## config.mk

```make
export PLATFORM = sky130hd
export DESIGN_NAME = io_scan_ctrl
export DESIGN_NICKNAME = d
export VERILOG_FILES = /design/src/rtl/io_scan_pkg.sv /design/src/rtl/io_scan_misr.sv /design/src/rtl/io_scan_ctrl.sv
export SDC_FILE = /design/constraint.sdc
export NUM_CORES = 1
export LEC_CHECK = 0
export BUFFER_PORTS_ARGS = -buffer_cell sky130_fd_sc_hd__buf_4
export CAP_MARGIN = 20
export CORE_MARGIN = 2
export CORE_UTILIZATION = 51
export DETAILED_ROUTE_END_ITERATION = 7
export HOLD_SLACK_MARGIN = 0.08
export PLACE_DENSITY = 0.79
export SYNTH_ARGS = -nofsm -noshare
export SYNTH_HDL_FRONTEND = slang
export SYNTH_SLANG_ARGS = --single-unit
```

## constraint.sdc

```tcl
create_clock -name clk -period 2.7 [get_ports clk]
set_input_delay 0 -clock clk [delete_from_list [all_inputs] [get_ports clk]]
set_output_delay 0 -clock clk [all_outputs]
set_load 0.02 [all_outputs]
```

## src/rtl/io_scan_pkg.sv

```systemverilog
// Shared types and defaults for the io_scan select sequencer.
// The optional abort feature is enabled by defining IO_SCAN_ABORT_EN.
package io_scan_pkg;

    typedef enum logic [1:0] {
        IDLE   = 2'd0,
        WAIT   = 2'd1,
        SAMPLE = 2'd2,
        DONE   = 2'd3
    } state_t;

    localparam int          SEL_W_DEF = 10;
    localparam int          SIG_W_DEF = 16;
    localparam logic [15:0] POLY_DEF  = 16'h1021;
    localparam logic [15:0] SEED_DEF  = 16'hFFFF;
    localparam int          KEY_W     = 4;

endpackage

```

## src/rtl/io_scan_misr.sv

```systemverilog
// Serial-input MISR that owns the scan signature register.
// Clears on rst, loads the seed on load, otherwise shifts in din when en is high.
module io_scan_misr
    import io_scan_pkg::*;
#(
    parameter int               SIG_W = SIG_W_DEF,
    parameter logic [SIG_W-1:0] POLY  = SIG_W'(POLY_DEF),
    parameter logic [SIG_W-1:0] SEED  = SIG_W'(SEED_DEF)
) (
    input  logic             clk,
    input  logic             rst,
    input  logic             load,
    input  logic             en,
    input  logic             din,
    output logic [SIG_W-1:0] sig
);

    logic [SIG_W-1:0] fb;

    assign fb = sig[SIG_W-1] ? POLY : '0;

    always_ff @(posedge clk) begin
        if (rst) begin
            sig <= '0;
        end else if (load) begin
            sig <= SEED;
        end else if (en) begin
            sig <= {sig[SIG_W-2:0], 1'b0} ^ fb ^ {{(SIG_W-1){1'b0}}, din};
        end
    end

endmodule

```

## src/rtl/io_scan_ctrl.sv

```systemverilog
// Select sequencer for the mux/demux I/O path: steps channels, settles, samples, signs.
// Defining IO_SCAN_ABORT_EN adds the abort input and the aborted status output.
module io_scan_ctrl
    import io_scan_pkg::*;
#(
    parameter int               SEL_W    = SEL_W_DEF,
    parameter int               SETTLE   = 2,
    parameter int               SIG_W    = SIG_W_DEF,
    parameter logic [SIG_W-1:0] POLY     = SIG_W'(POLY_DEF),
    parameter logic [SIG_W-1:0] SIG_SEED = SIG_W'(SEED_DEF)
) (
    input  logic             clk,
    input  logic             rst,
    input  logic             start,
    input  logic [SEL_W-1:0] first_sel,
    input  logic [SEL_W-1:0] last_sel,
    input  logic [KEY_W-1:0] com_key,
    input  logic             sample_in,
    output logic [SEL_W-1:0] mux_sel,
    output logic [SEL_W-1:0] demux_sel,
    output logic [KEY_W-1:0] com_sel,
    output logic             busy,
    output logic             done,
    output logic [SEL_W:0]   ones_cnt,
    output logic [SIG_W-1:0] signature
`ifdef IO_SCAN_ABORT_EN
    ,
    input  logic             abort,
    output logic             aborted
`endif
);

    localparam int WAIT_W = (SETTLE < 2) ? 1 : $clog2(SETTLE + 1);

    state_t              state;
    logic [SEL_W-1:0]    sel_reg;
    logic [SEL_W-1:0]    last_lat;
    logic [WAIT_W-1:0]   wait_cnt;
    logic                abort_hit;
    logic                misr_load;
    logic                misr_en;

`ifdef IO_SCAN_ABORT_EN
    assign abort_hit = abort && ((state == WAIT) || (state == SAMPLE));
`else
    assign abort_hit = 1'b0;
`endif

    assign misr_load = (state == IDLE) && start;
    assign misr_en   = (state == SAMPLE) && !abort_hit;

    // The key is folded into mux_sel so the downstream XOR restores sel_reg.
    assign mux_sel   = sel_reg ^ SEL_W'(com_sel);
    assign demux_sel = sel_reg;

    always_ff @(posedge clk) begin
        if (rst) begin
            state    <= IDLE;
            sel_reg  <= '0;
            last_lat <= '0;
            com_sel  <= '0;
            wait_cnt <= '0;
            ones_cnt <= '0;
            busy     <= 1'b0;
            done     <= 1'b0;
`ifdef IO_SCAN_ABORT_EN
            aborted  <= 1'b0;
`endif
        end else begin
            case (state)
                IDLE: begin
                    done <= 1'b0;
                    busy <= 1'b0;
                    if (start) begin
                        sel_reg  <= first_sel;
                        last_lat <= last_sel;
                        com_sel  <= com_key;
                        ones_cnt <= '0;
                        wait_cnt <= WAIT_W'(SETTLE);
                        busy     <= 1'b1;
                        state    <= WAIT;
`ifdef IO_SCAN_ABORT_EN
                        aborted  <= 1'b0;
`endif
                    end
                end
                WAIT: begin
                    wait_cnt <= wait_cnt - 1'b1;
                    if (abort_hit) begin
                        state <= DONE;
`ifdef IO_SCAN_ABORT_EN
                        aborted <= 1'b1;
`endif
                    end else if (wait_cnt == WAIT_W'(1)) begin
                        state <= SAMPLE;
                    end
                end
                SAMPLE: begin
                    if (abort_hit) begin
                        state <= DONE;
`ifdef IO_SCAN_ABORT_EN
                        aborted <= 1'b1;
`endif
                    end else begin
                        ones_cnt <= ones_cnt + (SEL_W+1)'(sample_in);
                        if (sel_reg == last_lat) begin
                            state <= DONE;
                        end else begin
                            sel_reg  <= sel_reg + 1'b1;
                            wait_cnt <= WAIT_W'(SETTLE);
                            state    <= WAIT;
                        end
                    end
                end
                DONE: begin
                    // busy is held through the done pulse and drops on the following edge.
                    done  <= 1'b1;
                    state <= IDLE;
                end
                default: state <= IDLE;
            endcase
        end
    end

    io_scan_misr #(
        .SIG_W (SIG_W),
        .POLY  (POLY),
        .SEED  (SIG_SEED)
    ) u_misr (
        .clk  (clk),
        .rst  (rst),
        .load (misr_load),
        .en   (misr_en),
        .din  (sample_in),
        .sig  (signature)
    );

endmodule

```

Word-level counts from Yosys, hierarchy flattened
Index checks and enable logic that the tools add are counted.
{"block": "totals", "reg_bits": 57, "latch_bits": 0, "mem_bits_rw": 0, "romBits": 0, "in_bits": 28, "word_cells": 51, "mem_count": 0}
{"block": "op_classes", "n_addsub": 3, "mul": 0, "div_mod_pow": 0, "n_lt_le_gt_ge": 0, "eq_ne": 8, "shifts": 0, "muxes": 17, "n_bitwise": 3, "reduce_logical": 11}
{"op": "$mux 16", "n": 2}
{"op": "$pmux 11 s2", "n": 1}
{"op": "$mux 10", "n": 2}
{"op": "$pmux 10 s2", "n": 1}
{"op": "$xor 16x1->16", "n": 1}
{"op": "$xor 16x16->16", "n": 1}
{"op": "$mux 13", "n": 1}
{"op": "$add 11x1->11", "n": 1}
{"op": "$mux 11", "n": 1}
{"op": "$add 10x1->10 const B", "n": 1}
{"op": "$eq 10x10->1", "n": 1}
{"op": "$mux 2", "n": 5}
{"op": "$xor 10x4->10", "n": 1}
{"op": "$pmux 2 s4", "n": 1}
{"op": "$ne 2x2->1 const B", "n": 3}
{"op": "$pmux 2 s3", "n": 1}
{"op": "$reduce_and 2->1", "n": 3}
{"op": "$reduce_and 3->1", "n": 2}
{"op": "$reduce_bool 2->1", "n": 3}
{"op": "$eq 2x1->1 const B", "n": 2}
{"op": "$eq 2x2->1 const B", "n": 2}
{"op": "$reduce_bool 3->1", "n": 1}
{"op": "$logic_not 2->1", "n": 1}
{"op": "$pmux 1 s2", "n": 1}
{"op": "other kinds (3)", "n": 3}

Logic depth before layout (Yosys ltp)
{"block": "logic_depth", "word_depth": 5, "mapped_depth": 8, "depth_no_buf": 7}

Modules after synthesis
From an unflattened synthesis, not the netlist that was laid out.
{"block": "hier_totals", "hier_cells": 321, "hier_area_um2": 2852.7}
{"module": "io_scan_ctrl", "n_inst": 1, "cells_per_inst": 263, "area_per_inst_um2": 2217.1}
{"module": "io_scan_misr", "n_inst": 1, "cells_per_inst": 58, "area_per_inst_um2": 635.6}

Least setup slack after synthesis
Ideal clock, no wire load.
{"block": "synth_timing", "kind": "reg-to-reg", "from": "reg state[0]", "to": "reg ones_cnt[10]", "arrival_ns": 1.830, "setup_slack_ns": 0.797, "path_stages_with_launch": 8, "path_buffers": 0, "period_less_slack_ns": 1.903, "path_cell_list": "dfxtp_1 inv_1 ha_1 mux2_4 nand2_2 or3_4 or3_1 a21oi_1"}
{"block": "synth_via", "elab_chain_cells": 3, "word_cells_on_any_way": 6, "cone_classes": "eq/ne (2); mux (1); reduce/logical (3)"}
{"element": "start: declaration", "line": "io_scan_ctrl.sv:35", "source": "state_t state;"}
{"element": "start signal: assignment", "line": "io_scan_ctrl.sv:58", "source": "state <= IDLE;"}
{"element": "start signal: assignment", "line": "io_scan_ctrl.sv:81", "source": "state <= WAIT;"}
{"element": "start signal: assignment", "line": "io_scan_ctrl.sv:90", "source": "state <= DONE;"}
{"element": "$eq 2x2->1 / $logic_not 2->1 (equally long branches)", "line": "io_scan_ctrl.sv:70", "source": "case (state)"}
{"element": "$reduce_bool 2->1 (no source line) / $ne 2x2->1 (equally long branches)"}
{"element": "$reduce_and 2->1 (no source line)"}
{"element": "end signal: assignment", "line": "io_scan_ctrl.sv:105", "source": "ones_cnt <= ones_cnt + (SEL_W+1)'(sample_in);"}
{"element": "end: declaration", "line": "io_scan_ctrl.sv:24", "source": "output logic [SEL_W:0] ones_cnt,"}
Several ways; a longest one is shown, not always the timed one.
A chain may end at the register's enable or synchronous reset.

Worst setup path after layout
Ends and elaborated chain as after synthesis.

==> run metrics <==
status finished clean; commonest non-fill, non-tap cell in the layout buf_4; Post-Syn Area per Cell 8.66 um2; Met2 Wirelength 3420 um; Setup TNS 0 ns; total CTS buffers 9; Critical Path RT 2.97 ns; starting density of the core 53.2%; leak pwr 1.55 nW; uppermost layer routed met4; Final Hold Vio Count 0; Startpoint Class flop; Net Sw Frac 40.9%; post-layout util 73.5%; Avg Vias per Cell 5.35; Pwr Total 3.63 mW; Mapped Area 0.00274 mm2; io pins 81; Core Area 0.00514 mm2; GR Util All Layers 25.0%; Sw Pwr 1.48 mW; Ant. Diodes 0; global placement routability congestion 0.814; Top FF cell, synth dfxtp_1; Syn. warnings 0; syn_nets 353; I/O Buffers 80; sequential area share after synthesis 41.7%; # resized after CTS 0; Unique masters post-synth 43; CP arrival 2.35 ns; Clock Root Buffer clkbuf_8; CTS tree done; most frequent cells in the layout buf_4 (86), dfxtp_1 (57), a21oi_1 (44); Worst Tran Pin Value 0.833 ns; vias 2614; final instance area 0.00378 mm2; Slew HR 44.2%; Fin Clk Skew 0.00776 ns; Die Span Y 77.2 um; Worst Hold Class primary input to flop; r2r worst-path depth 7; combinational power share 45.4%; RSZ-0062 raised after global routing false; met3 wire length 545 um; first-pass GRT wire length 11800 um; final setup vio count 0; power share of the clock group 19.9%; Clock Sinks 57; share of power burned in registers 34.7%; wl on met1 3000 um; worst skew pair latency 0.34 ns; fin cells 489; hold depth 5; Congestion Overflow GR 0; DP Area 0.00336 mm2; post-route ant nets 0; Area Growth Syn to Fin 38.2%; peak supply drop 0.600 mV; Inst Count DP 449; CP Max Fanout 8; Synth Instances 316; share of cells above drive strength 1 25.8%; Pint 2.14 mW; FP Rows 26; routed len/inst 14.7 um; Max Root-Sink Buffers 2; antenna violations before repair 0; DR pass1 iterations 5; crit end category flop; layout net count 451; initial drt markers 179; EDFF count, synth 0; Synth async-reset ratio 0%; Max Cap Viol 0; period utilisation layout 77.1%; largest net degree at the start of global routing 51; Setup Crit Path Kind flop to flop; die width 77.2 um; final wirelength 7190 um; Seq cells post-synth 57; min Tclk post-route 2.08 ns; HPWL Detailed 4670 um; DIE AREA 0.00596 mm2; clk slew on worst S/H paths 0.06 ns; Final Max Tran Viols 0; Max Freq 0.480 GHz; DRC violations left 0; CTS H-tree lvls 3; vias in the first global route 2543; pwr dens 960 mW/mm2
layout make-up:
class	instances	area, um2
Multi-Input combinational cell	224	1440
Fill cell	414	1360
Sequential cell	57	1140
Timing Repair Buffer	110	886
Clock buffer	12	155
Tap cell	70	87.6
Inverter	12	45.0
Clock inverter	4	27.5
power by group through the flow:
stage | Combinational [mW] | Sequential (mW) | Clock [mW]
6_report | 1.65 | 1.26 | 0.723
4_1_cts | 1.64 | 1.25 | 0.739
2_1_floorplan | 0.904 | 1.41 | 0
5_1_grt | 1.78 | 1.29 | 0.781
3_3_place_gp | 1.57 | 1.26 | 0
3_5_place_dp | 1.60 | 1.27 | 0
cell families (layout without fill, tap and decap cells):
family          Yosys count  count (layout)  share of synthesized area [%]
buf+inv                  35             138                           5.85
xor+xnor                 24              24                           7.69
flops                    57              57                           41.7
fa+ha+maj                 9               9                           4.12
simple gates             95              95                           16.5
mux                      22              22                           8.28
compound gates           74              74                           15.9
per-stage QoR:
step,worst slack [ns],hold slack (ns)
floorplan,0.797,0.136
finish,0.618,0.0889
global route,0.461,0.101
CTS,0.612,0.0821
global placement,0.730,0.248
detailed placement,0.637,0.257
what timing repair did:
item,in CTS,in global routing
hold buffers,24,0
setup buffers,0,0
hold endpoints to repair,24,0
sequential cells by signal, summed over array words and instances (netlist names), 2 cells and up:
| signal | flops |
|---|---|
| demux_sel | 10 |
| state | 2 |
| com_sel | 4 |
| u_misr.sig | 16 |
| last_lat | 10 |
| wait_cnt | 2 |
| ones_cnt | 11 |
Yosys cell counts (2+ instances only):
cell type  number  area share (%)
nor3_1          5            0.91
buf_1           3            0.41
nand2_1        38             5.2
dfxtp_1        57              42
o21ai_0        12             2.2
a311oi_1        2            0.64
mux2i_1        20             7.3
inv_1          12             1.6
and4b_1         2            0.73
xnor2_1        18             5.8
nand4_1         7             1.6
o32ai_1         4             1.3
a21oi_1        44             8.1
clkbuf_1        9             1.2
or3_1           5             1.1
xor2_1          6             1.9
nand3_1         7             1.3
buf_2           5            0.91
nor2b_1         3            0.69
nor2_1         20             2.7
buf_4           6             1.6
a32oi_1         2            0.64
ha_1            9             4.1
metal layers:
layer	vias to the layer above	GRT usage [%]
li1	1288	-
met1	1214	29.0
met2	91	40.7
met3	21	10.5
met4	0	10.4
met5	-	0
critical path: stages (launching register included):
cell	delay, ns
dfxtp_1	0.41
inv_1	0.11
ha_1	0.28
mux2_4	0.28
nand2_2	0.07
or3_4	0.35
or3_1	0.36
a21oi_1	0.14
worst paths after layout:
| path | start | to | slack, ns |
|---|---|---|---|
| worst max register to register | state[0] | ones_cnt[10] | 0.62 |
| worst max-delay path | state[0] | ones_cnt[10] | 0.62 |
| worst min-delay path | sample_in | u_misr.sig[0] | 0.09 |
| worst min register to register | last_lat[4] | last_lat[4] | 0.47 |
(Power assumes the default switching activity.)
